`src/rtl/triple_des_sched_if.sv`:
```
// Request/response bus between the two requesters (plus result consumer) and triple_des_sched.
// The master side drives requests and rsp_ready; the slave side is the scheduler.
interface triple_des_sched_if;
    logic [1:0]  req_valid;
    logic [1:0]  req_ready;
    logic [63:0] req_data0;
    logic [63:0] req_data1;
    logic [1:0]  req_mode;
    logic        rsp_valid;
    logic        rsp_ready;
    logic        rsp_id;
    logic [63:0] rsp_data;
    logic        rsp_err;

    modport master (
        output req_valid, req_data0, req_data1, req_mode, rsp_ready,
        input  req_ready, rsp_valid, rsp_id, rsp_data, rsp_err
    );

    modport slave (
        input  req_valid, req_data0, req_data1, req_mode, rsp_ready,
        output req_ready, rsp_valid, rsp_id, rsp_data, rsp_err
    );
endinterface

```
`src/rtl/triple_des_sched.sv`:
```
// Round-robin job scheduler in front of one triple-DES engine: owns the key bank,
// sequences enable/data into the engine, edge-detects done and returns tagged results.
module triple_des_sched #(
    parameter int unsigned ENABLE_HOLD    = 1,
    parameter int unsigned TIMEOUT_CYCLES = 200,
    parameter int unsigned CNT_W          = 8
) (
    input  logic                     clk,
    input  logic                     nrst,
    input  logic                     key_wr_en,
    input  logic [1:0]               key_wr_sel,
    input  logic [63:0]              key_wr_data,
    triple_des_sched_if.slave        bus,
    output logic                     busy,
    output logic                     des_enable,
    output logic                     des_encr_decr,
    output logic [63:0]              des_in,
    output logic [63:0]              des_key1,
    output logic [63:0]              des_key2,
    output logic [63:0]              des_key3,
    input  logic                     des_done,
    input  logic [63:0]              des_out
);

    typedef enum logic [1:0] {
        ST_IDLE,
        ST_LOAD,
        ST_WAIT,
        ST_RESP
    } state_e;

    localparam logic [CNT_W-1:0] HOLD_LAST    = CNT_W'(ENABLE_HOLD - 1);
    localparam logic [CNT_W-1:0] TIMEOUT_LAST = CNT_W'(TIMEOUT_CYCLES - 1);

    state_e            state_q, state_d;
    logic [63:0]       key1_q, key1_d;
    logic [63:0]       key2_q, key2_d;
    logic [63:0]       key3_q, key3_d;
    logic [63:0]       des_in_q, des_in_d;
    logic              encr_q, encr_d;
    logic              enable_q, enable_d;
    logic              id_q, id_d;
    logic [63:0]       rsp_data_q, rsp_data_d;
    logic              rsp_err_q, rsp_err_d;
    logic              rsp_valid_q, rsp_valid_d;
    logic              ptr_q, ptr_d;
    logic [CNT_W-1:0]  cnt_q, cnt_d;
    logic              done_q, done_d;
    logic [1:0]        grant;

    // NOTE: every _d starts from its _q so no branch leaves a signal unassigned; that is what keeps this block latch-free.
    always_comb begin
        state_d     = state_q;
        key1_d      = key1_q;
        key2_d      = key2_q;
        key3_d      = key3_q;
        des_in_d    = des_in_q;
        encr_d      = encr_q;
        enable_d    = enable_q;
        id_d        = id_q;
        rsp_data_d  = rsp_data_q;
        rsp_err_d   = rsp_err_q;
        rsp_valid_d = rsp_valid_q;
        ptr_d       = ptr_q;
        cnt_d       = cnt_q;
        done_d      = des_done;
        grant       = 2'b00;

        case (state_q)
            ST_IDLE: begin
                if (key_wr_en) begin
                    case (key_wr_sel)
                        2'd0:    key1_d = key_wr_data;
                        2'd1:    key2_d = key_wr_data;
                        2'd2:    key3_d = key_wr_data;
                        default: ;
                    endcase
                end

                // The pointer only matters, and only moves, when both requesters contend.
                case (bus.req_valid)
                    2'b01:   grant = 2'b01;
                    2'b10:   grant = 2'b10;
                    2'b11:   grant = ptr_q ? 2'b10 : 2'b01;
                    default: grant = 2'b00;
                endcase

                if (grant != 2'b00) begin
                    state_d  = ST_LOAD;
                    id_d     = grant[1];
                    des_in_d = grant[1] ? bus.req_data1 : bus.req_data0;
                    encr_d   = grant[1] ? bus.req_mode[1] : bus.req_mode[0];
                    enable_d = 1'b1;
                    cnt_d    = '0;
                    if (bus.req_valid == 2'b11) begin
                        ptr_d = ~grant[1];
                    end
                end
            end

            ST_LOAD: begin
                if (cnt_q == HOLD_LAST) begin
                    state_d  = ST_WAIT;
                    enable_d = 1'b0;
                    cnt_d    = '0;
                end else begin
                    cnt_d = cnt_q + CNT_W'(1);
                end
            end

            ST_WAIT: begin
                // A done level still high from the previous job has done_q set, so it never counts.
                if (des_done && !done_q) begin
                    state_d     = ST_RESP;
                    rsp_data_d  = des_out;
                    rsp_err_d   = 1'b0;
                    rsp_valid_d = 1'b1;
                end else if (cnt_q == TIMEOUT_LAST) begin
                    state_d     = ST_RESP;
                    rsp_data_d  = '0;
                    rsp_err_d   = 1'b1;
                    rsp_valid_d = 1'b1;
                end else begin
                    cnt_d = cnt_q + CNT_W'(1);
                end
            end

            ST_RESP: begin
                if (bus.rsp_ready) begin
                    state_d     = ST_IDLE;
                    rsp_valid_d = 1'b0;
                end
            end

            default: state_d = ST_IDLE;
        endcase
    end

    // NOTE: the key bank is reset like any other state so des_key* never expose a stale key after reset.
    always_ff @(posedge clk or negedge nrst) begin
        if (!nrst) begin
            state_q     <= ST_IDLE;
            key1_q      <= '0;
            key2_q      <= '0;
            key3_q      <= '0;
            des_in_q    <= '0;
            encr_q      <= 1'b0;
            enable_q    <= 1'b0;
            id_q        <= 1'b0;
            rsp_data_q  <= '0;
            rsp_err_q   <= 1'b0;
            rsp_valid_q <= 1'b0;
            ptr_q       <= 1'b0;
            cnt_q       <= '0;
            done_q      <= 1'b0;
        end else begin
            // NOTE: non-blocking updates make every flop sample the pre-edge values of its peers.
            state_q     <= state_d;
            key1_q      <= key1_d;
            key2_q      <= key2_d;
            key3_q      <= key3_d;
            des_in_q    <= des_in_d;
            encr_q      <= encr_d;
            enable_q    <= enable_d;
            id_q        <= id_d;
            rsp_data_q  <= rsp_data_d;
            rsp_err_q   <= rsp_err_d;
            rsp_valid_q <= rsp_valid_d;
            ptr_q       <= ptr_d;
            cnt_q       <= cnt_d;
            done_q      <= done_d;
        end
    end

    assign bus.req_ready  = grant;
    assign bus.rsp_valid  = rsp_valid_q;
    assign bus.rsp_id     = id_q;
    assign bus.rsp_data   = rsp_data_q;
    assign bus.rsp_err    = rsp_err_q;
    assign busy           = (state_q != ST_IDLE);
    assign des_enable     = enable_q;
    assign des_encr_decr  = encr_q;
    assign des_in         = des_in_q;
    assign des_key1       = key1_q;
    assign des_key2       = key2_q;
    assign des_key3       = key3_q;

endmodule

```
`src/flat_wrapper.sv`:
```
// flat-port wrapper written by rule: the top's interface ports become plain ports
module triple_des_sched_flat 
#(
    parameter int unsigned ENABLE_HOLD    = 1,
    parameter int unsigned TIMEOUT_CYCLES = 200,
    parameter int unsigned CNT_W          = 8
)
  (clk, nrst, key_wr_en, key_wr_sel, key_wr_data, busy, des_enable, des_encr_decr, des_in, des_key1, des_key2, des_key3, des_done, des_out, bus_req_valid, bus_req_data0, bus_req_data1, bus_req_mode, bus_rsp_ready, bus_req_ready, bus_rsp_valid, bus_rsp_id, bus_rsp_data, bus_rsp_err);
  triple_des_sched_if bus_i ();
  input  logic clk;
  input  logic nrst;
  input  logic key_wr_en;
  input  logic [1:0] key_wr_sel;
  input  logic [63:0] key_wr_data;
  output logic busy;
  output logic des_enable;
  output logic des_encr_decr;
  output logic [63:0] des_in;
  output logic [63:0] des_key1;
  output logic [63:0] des_key2;
  output logic [63:0] des_key3;
  input  logic des_done;
  input  logic [63:0] des_out;
  input wire logic [$bits(bus_i.req_valid)-1:0] bus_req_valid;
  input wire logic [$bits(bus_i.req_data0)-1:0] bus_req_data0;
  input wire logic [$bits(bus_i.req_data1)-1:0] bus_req_data1;
  input wire logic [$bits(bus_i.req_mode)-1:0] bus_req_mode;
  input wire logic [$bits(bus_i.rsp_ready)-1:0] bus_rsp_ready;
  output wire logic [$bits(bus_i.req_ready)-1:0] bus_req_ready;
  output wire logic [$bits(bus_i.rsp_valid)-1:0] bus_rsp_valid;
  output wire logic [$bits(bus_i.rsp_id)-1:0] bus_rsp_id;
  output wire logic [$bits(bus_i.rsp_data)-1:0] bus_rsp_data;
  output wire logic [$bits(bus_i.rsp_err)-1:0] bus_rsp_err;
  assign bus_i.req_valid = bus_req_valid;
  assign bus_i.req_data0 = bus_req_data0;
  assign bus_i.req_data1 = bus_req_data1;
  assign bus_i.req_mode = bus_req_mode;
  assign bus_i.rsp_ready = bus_rsp_ready;
  assign bus_req_ready = bus_i.req_ready;
  assign bus_rsp_valid = bus_i.rsp_valid;
  assign bus_rsp_id = bus_i.rsp_id;
  assign bus_rsp_data = bus_i.rsp_data;
  assign bus_rsp_err = bus_i.rsp_err;
  triple_des_sched #(.ENABLE_HOLD(ENABLE_HOLD), .TIMEOUT_CYCLES(TIMEOUT_CYCLES), .CNT_W(CNT_W)) u_core (.clk(clk), .nrst(nrst), .key_wr_en(key_wr_en), .key_wr_sel(key_wr_sel), .key_wr_data(key_wr_data), .bus(bus_i), .busy(busy), .des_enable(des_enable), .des_encr_decr(des_encr_decr), .des_in(des_in), .des_key1(des_key1), .des_key2(des_key2), .des_key3(des_key3), .des_done(des_done), .des_out(des_out));
endmodule
```
`config.mk`:
```
export PLATFORM = sky130hd
export DESIGN_NAME = triple_des_sched_flat
export DESIGN_NICKNAME = d
export VERILOG_FILES = /design/src/rtl/triple_des_sched_if.sv /design/src/rtl/triple_des_sched.sv /design/src/flat_wrapper.sv
export SDC_FILE = /design/constraint.sdc
export NUM_CORES = 1
export LEC_CHECK = 0
export CAP_MARGIN = 10
export CORE_AREA = 2 2 235 237
export CTS_CLUSTER_SIZE = 30
export DETAILED_ROUTE_END_ITERATION = 12
export DIE_AREA = 0 0 237 239
export MAX_ROUTING_LAYER = met4
export SYNTH_ARGS = -nofsm -noshare
export SYNTH_HDL_FRONTEND = slang
export SYNTH_SLANG_ARGS = --single-unit
```
`constraint.sdc`:
```
create_clock -name clk -period 3.6 [get_ports clk]
set_clock_uncertainty 0.05 [all_clocks]
set_input_delay 0.54 -clock clk [delete_from_list [all_inputs] [get_ports clk]]
set_output_delay 0.54 -clock clk [all_outputs]
set_load 0.01 [all_outputs]
```
Word-level counts from Yosys, hierarchy flattened:

Cells that the tools add are included.

* equality and inequality tests: 15
* multiplexer cells: 27
* $add $sub $neg: 1
* bitwise gates (word level): 1
* reduce and logical (&&, ||, !) cells: 21

Operator list (number)
* $mux W64: 3
* $mux W8: 4
* $pmux W8 S3: 1
* $reduce_and A3 Y1: 6
* $mux W2: 8
* $eq A2 B2 Y1 const B: 5
* $reduce_bool A2 Y1: 5
* $add A8 B1 Y8 const B: 1
* $eq A8 B8 Y1 const B: 1
* $logic_not A8 Y1: 1
* $pmux W2 S4: 1
* $reduce_and A4 Y1: 2
* $mux W1: 7
* $eq A2 B1 Y1 const B: 3
* $ne A2 B2 Y1 const B: 3
* $pmux W2 S3: 1
* $logic_not A2 Y1: 2
* $ne A2 B1 Y1 const B: 2
* $pmux W1 S2: 2
* $reduce_and A2 Y1: 2
* $ne A3 B1 Y1 const B: 1
* $reduce_bool A3 Y1: 1
* $logic_and A1 B1 Y1: 1
* $logic_not A1 Y1: 1
* $not A1 Y1: 1

* word-level logic and storage cells: 79
* flip-flop bits (word level): 337
* output and inout port bits: 328

Longest topological paths before layout:

Gate-level depths: netlist of run 1.

* depth after elaboration: 6
* mapped depth: 9

Worst setup path before layout of run 1:

Ideal clock, no wire load.

* path type: register to register
* start point: reg u_core.state_q[0]
* end point: reg u_core.cnt_q[0]
* slack: 1.501 ns
* cell stages (with the launch flop): 8
* arrival: 1.924 ns
* data required time: 3.425 ns
* library setup time: 0.125 ns
* period minus slack after synthesis: 2.099 ns
* cell sequence: dfrtp_1 inv_1 ha_1 buf_6 or4_4 o221ai_4 nor3_4 mux2_4

* cells in the longest elaborated chain, start to end: 3

RTL lines
* from (decl): line triple_des_sched.sv:35 `state_e state_q, state_d;`
* from (signal assigned): line triple_des_sched.sv:158 `state_q <= state_d;`
* $eq A2 B2 Y1 (tied with other cells): line triple_des_sched.sv:69 `case (state_q)`
* $ne A2 B2 Y1 (no source line) (tied with other cells)
* $reduce_and A4 Y1 (no source line)
* to (signal assigned): line triple_des_sched.sv:170 `cnt_q <= cnt_d;`
* to (decl): line triple_des_sched.sv:47 `logic [CNT_W-1:0] cnt_q, cnt_d;`

Several ways; a longest one is shown, not always the timed one.
A chain may end at the register's enable or synchronous reset.

Worst setup path after layout of run 1:

* start point: reg u_core.state_q[0]
* end point: out bus_req_ready[0]

* cells in the longest elaborated chain, start to end: 2

RTL lines
* $logic_not A2 Y1: line triple_des_sched.sv:69
* $mux W2: line triple_des_sched.sv:69
* to (decl): line flat_wrapper.sv:29 `output wire logic [$bits(bus_i.req_ready)-1:0] bus_req_ready;`

No other way between the ends.

==> results of run 1 <==
-- critical path, delay by kind of cell (launching register included) --
kind / cells / cell delay (ns)
buffers and inverters: 3 / 0.92
AO/OA/AOI/OAI: 1 / 0.50
flip-flops: 1 / 0.41
adder cells (fa/ha/maj): 1 / 0.33
-- how the worst min path moves through the flow --
stage | from | to | slack [ns] | depth (start not counted)
2_1_floorplan | nrst | u_core.bus.rsp_data[0] | 0.19 | 0
3_3_place_gp | u_core.des_in[57] | u_core.des_in[57] | 0.41 | 2
3_5_place_dp | u_core.des_in[61] | u_core.des_in[61] | 0.42 | 2
4_1_cts | des_done | u_core.done_q | 0.42 | 1
5_1_grt | des_done | u_core.done_q | 0.43 | 1
6_report | u_core.des_in[24] | u_core.des_in[24] | 0.43 | 2
-- cells in the mapped netlist (2+ instances only) --
master	n
a21oi_1	2
a22o_1	66
a22o_2	5
and3_1	2
buf_1	5
buf_2	25
buf_4	3
clkbuf_1	22
dfrtp_1	337
ha_1	8
inv_1	13
mux2_1	5
mux2_2	188
mux2i_1	65
nand2_1	71
nand3_1	4
nor2_1	5
nor2b_1	3
nor3_1	3
o211ai_1	6
o21ai_0	68
o21ai_1	2
-- power groups by stage --
stage	logic [mW]	registers (mW)	clock network, mW
floorplan	2.36	7.37	0
global placement	8.02	6.53	0
detailed placement	8.10	6.59	0
CTS	8.13	6.56	4.24
global route	8.52	6.77	4.39
finish	7.99	6.55	4.09
-- state kept, by name, indices dropped and copies added (netlist names) --
signal,flops
u_core.des_enable,1
u_core.ptr_q,1
u_core.bus.rsp_valid,1
u_core.des_in,64
u_core.bus.rsp_err,1
u_core.des_key3,64
u_core.bus.rsp_id,1
u_core.des_encr_decr,1
u_core.bus.rsp_data,64
u_core.cnt_q,8
u_core.des_key1,64
u_core.done_q,1
u_core.des_key2,64
u_core.state_q,2
-- per-layer routing --
| metal | global-route usage (%) | routed length, µm | vias to the layer above |
|---|---|---|---|
| met1 | 16.47 | 16550 | 4868 |
| met2 | 25.24 | 21240 | 345 |
| met4 | 5.044 | 1087 | 0 |
| met3 | 4.226 | 2941 | 56 |
| met5 | - | 0 | - |
| li1 | - | - | 4549 |
-- cell type report --
type                       instances  area share (%)
multi-input combinational        529           21.47
inverter                          13          0.2271
clock inverter                    12          0.9723
clock buffer                      54           5.182
antenna                            1         0.01164
sequential                       337           39.24
timing repair buffer             612           28.80
tap                              704           4.099
-- per-stage QoR --
stage | hold slack, ns | util [%] | std cells
floorplan | 0.1944 | - | 935
global placement | 0.4126 | 37.09 | 2194
detailed placement | 0.4215 | 37.09 | 2194
CTS | 0.4153 | 39.54 | 2261
global route | 0.4251 | 39.54 | 2261
finish | 0.4284 | 39.55 | 2262
-- cell families after synthesis --
| family | Yosys count | share of synthesized area, % |
|---|---|---|
| AND/OR/NAND/NOR | 101 | 3.541 |
| buffers and inverters | 69 | 2.320 |
| adder cells (fa/ha/maj) | 8 | 0.7515 |
| multiplexers | 259 | 21.31 |
| XOR/XNOR | 1 | 0.06576 |
| AO/OA/AOI/OAI | 160 | 8.698 |
| flip-flops | 337 | 63.31 |
-- what timing repair did --
item	in CTS	in global routing
hold buffers	1	0
hold endpoints to repair	2	0
resized for setup	0	0
==> qor.txt, run 1 <==
Routed Antenna Nets: 0
Worst R2R Path Depth: 7
setup_tns: 0 ns
layout cells sized above 1: 18.24%
top post-synthesis cells by area: dfrtp_1 63%, mux2_2 16%, mux2i_1 4.9%
crit path max-delay cell type: clkdlybuf4s50_1
design area: 0.02149 mm²
Multi-input gate area: 0.004614 mm²
syn_nets: 1210
Total Wirelength: 41.82 mm
Placer Congestion: 0.8072
first-pass GRT wire length: 63.13 mm
Area after DPL: 0.02016 mm²
Worst Path Required: 3.01 ns
critical path's most frequent cell: inv_1
Clock Sink Count: 337
CTS root buf: clkbuf_16
RR Startpoint: u_core.state_q[0]
critical path endpoint: bus_req_ready[0]
Worst-Margin Slew: 1.054 ns
setup ws final: 0.3052 ns
f_max: 303.5 MHz
fin nets: 1807
Pwr Total: 18.63 mW
DR vias: 9818
PD cells: 866.7 mW/mm²
worst skew pair latency: 0.54 ns
Vias per Instance: 4.340
CP max stage delay: 0.65 ns
number of synthesized flops with an enable pin: 0
initial DRC count: 382
VDD IR max: 0.4845 mV
Seq pwr share: 35.1%
max capacitance violation total: 0
Die Wd: 237 µm
final hold vios: 0
largest net degree at the start of global routing: 132
initial antenna violation count: 0
postcts setup bufs: 0
die height: 239 µm
Layout area overhead: 61.34%
Post-DP HPWL: 30.44 mm
Initial Utilization: 24.51%
Pins Over Slew Limit: 0
DR pass1 iterations: 4
Max clock buf depth: 3
Synth top area share: 63.31%
most frequent cells in the layout: 593 x clkdlybuf4s50_1, 337 x dfrtp_1, 188 x mux2_2
DP Worst Slack: 0.6389 ns
CORE AREA: 0.05434 mm²
worst-path fanout max: 5
Comb pwr share: 42.9%
worst min path class: flip-flop to flip-flop
P_sw: 5.783 mW
number of global-route vias before repair: 10699
Tcrit/Tclk final: 91.52%
Site Rows: 86
RSZ-0062 raised after global routing: no
CTS tree: done
register area: 0.008433 mm²
Async S/R FF share, synth: 100.0%
fill cell count: 5114
# setup viols final: 0
CTS Buf Count: 39
CP Cell Sequence: inv_1 > ha_1 > inv_1 > a211oi_1 > clkdlybuf4s50_1
commonest non-fill, non-tap cell in the layout: clkdlybuf4s50_1
Pint: 12.84 mW
DRC: 0
CP Class: flip-flop to primary output
switching part of the total: 31.05%
IO buf count: 594
Critical Path Start: u_core.state_q[0]
clock slew at reported path FFs: 0.06 ns
Seq cells post-synth: 337
gr usage total: 14.73%
Worst EP arrival: 2.70 ns
Cell Area, Synth: 0.01332 mm²
DIE AREA: 0.05664 mm²
area leader, netlist: dfrtp_1
clock share of power: 22.0%
status: finished, final reports clean
Mean Syn Cell Area: 14.25 µm²
Relative slew margins: 29.75%
synth unique cells: 49
flop2flop setup slack: 0.92 ns
capturing point of the worst reg2reg path: u_core.des_key2[61]
Setup crit end kind: primary output
Primary FF master, synth: dfrtp_1
drt wl/cell: 18.49 µm
global route overflow: 0
minimum clock period: 3.295 ns
LEAKAGE: 9.386 nW
Syn Inst Count: 935
H-tree Lvls: 2
IO Pins: 595
register area share after synthesis: 63.31%
synth warn: 0
Critical Path Source Type: flip-flop
No activity file was read; power rests on OpenSTA's default activity.
==> inputs of run 2 (changes only) <==
--- a/config.mk
+++ b/config.mk
@@ -10,7 +10,6 @@
 export CTS_CLUSTER_SIZE = 30
 export DETAILED_ROUTE_END_ITERATION = 12
 export DIE_AREA = 0 0 237 239
-export MAX_ROUTING_LAYER = met4
 export SYNTH_ARGS = -nofsm -noshare
 export SYNTH_HDL_FRONTEND = slang
 export SYNTH_SLANG_ARGS = --single-unit
==> qor.txt, run 2 (synthesized netlist as in run 1, its figures left out) <==
number of global-route vias before repair: 10666
Multi-input gate area: 0.004614 mm²
setup_tns: 0 ns
LEAKAGE: 9.386 nW
max capacitance violation total: 0
met2 usage: 25.26%
VDD IR max: 0.4818 mV
GR met3 Demand/Resource: 4.700%
worst-path fanout max: 5
CTS tree: done
first-pass GRT wire length: 63.28 mm
Worst-Margin Slew: 1.043 ns
final hold slack: 0.4284 ns
layout cells sized above 1: 18.24%
status: finished, final reports clean
Relative slew margins: 30.44%
GR Util met1: 16.18%
Initial Utilization: 24.51%
Post-DP HPWL: 30.44 mm
Total Wirelength: 41.67 mm
commonest non-fill, non-tap cell in the layout: clkdlybuf4s50_1
worst skew pair latency: 0.54 ns
Max clock buf depth: 3
clock share of power: 21.9%
Routed Antenna Nets: 0
fin util: 39.55%
Die Wd: 237 µm
most frequent cells in the layout: 593 x clkdlybuf4s50_1, 337 x dfrtp_1, 188 x mux2_2
DR pass1 iterations: 4
DIE AREA: 0.05664 mm²
RSZ-0062 raised after global routing: no
CTS root buf: clkbuf_16
postcts setup bufs: 0
initial antenna violation count: 0
Vias per Instance: 4.333
# setup viols final: 0
final hold vios: 0
Pint: 12.84 mW
Tcrit/Tclk final: 92.63%
Pins Over Slew Limit: 0
Seq pwr share: 35.2%
DR vias: 9801
P_sw: 5.769 mW
Site Rows: 86
clock slew at reported path FFs: 0.06 ns
CTS Buf Count: 39
DRC: 0
Comb pwr share: 42.9%
fin nets: 1807
PD cells: 866.1 mW/mm²
global route overflow: 0
drt wl/cell: 18.42 µm
Setup crit end kind: primary output
Clock Sink Count: 337
IO buf count: 594
H-tree Lvls: 2
f_max: 299.9 MHz
CTS resizes: 0
most used routing layer: met2
die height: 239 µm
Placer Congestion: 0.7958
CP Class: flip-flop to primary output
fill cell count: 5114
gr usage total: 14.31%
CORE AREA: 0.05434 mm²
Layout area overhead: 61.34%
Worst EP arrival: 2.74 ns
worst min path class: flip-flop to flip-flop
register area: 0.008433 mm²
Critical Path Source Type: flip-flop
IO Pins: 595
largest net degree at the start of global routing: 132
Worst Path Required: 3.01 ns
initial DRC count: 365
switching part of the total: 31.00%
minimum clock period: 3.335 ns
-- run 2: cell counts in the layout (fill, tap and decap cells not counted) --
Identical to the previous run, type by type.
-- run 2: through the flow --
stage / setup WS (ns) / total power [mW] / std cells / area (µm²)
global route: 0.06019 / 19.69 / 2261 / 21490
global placement: 0.6738 / 14.54 / 2194 / 20160
CTS: 0.1620 / 18.92 / 2261 / 21490
floorplan: 1.501 / 9.724 / 935 / 13320
detailed placement: 0.6389 / 14.69 / 2194 / 20160
finish: 0.2653 / 18.61 / 2262 / 21490
-- run 2: layer usage --
| layer | up-vias | part of all wire [%] |
|---|---|---|
| met5 | - | 0 |
| met4 | 0 | 2.6 |
| met1 | 4852 | 39 |
| li1 | 4547 | - |
| met3 | 53 | 8.0 |
| met2 | 349 | 51 |
-- run 2: power groups by stage --
stage                     Clock (mW)  Combinational, mW  Sequential (mW)
after floorplan                    0               2.36             7.37
after global placement             0               8.02             6.53
final                           4.08               7.98             6.55
after global routing            4.39               8.52             6.77
after detailed placement           0               8.10             6.59
after CTS                       4.24               8.13             6.56
-- run 2: final cells by class --
class,instances,area share (%)
Timing Repair Buffer,612,28.80
Multi-Input combinational cell,529,21.47
Clock buffer,54,5.182
Tap cell,704,4.099
Inverter,13,0.2271
Antenna cell,1,0.01164
Sequential cell,337,39.24
Clock inverter,12,0.9723
-- run 2: critical path, stage by stage (launching register included) --
cell and delay [ns]:
dfrtp_1 0.41, inv_1 0.12, ha_1 0.35, inv_1 0.16, a211oi_1 0.52, clkdlybuf4s50_1 0.65
-- run 2: repair_timing --
| item | 4_1_cts | 5_1_grt |
|---|---|---|
| hold buffers | 1 | 0 |
| hold endpoints to repair | 2 | 0 |
| endpoints found under the setup margin | 0 | 0 |
-- run 2: path summary, 6_finish.rpt --
| path | to | slack, ns | from | cells past startpoint |
|---|---|---|---|---|
| setup / recovery | bus_req_ready[0] | 0.27 | u_core.state_q[0] | 5 |
| hold / removal | u_core.des_in[24] | 0.43 | u_core.des_in[24] | 2 |
| setup reg to reg | u_core.des_key2[61] | 0.91 | u_core.state_q[0] | 7 |
| hold reg to reg | u_core.des_in[24] | 0.43 | u_core.des_in[24] | 2 |
| max in group asynchronous | u_core.des_in[25] | 2.02 | nrst | 3 |
| min in group asynchronous | u_core.des_key2[23] | 0.57 | nrst | 2 |
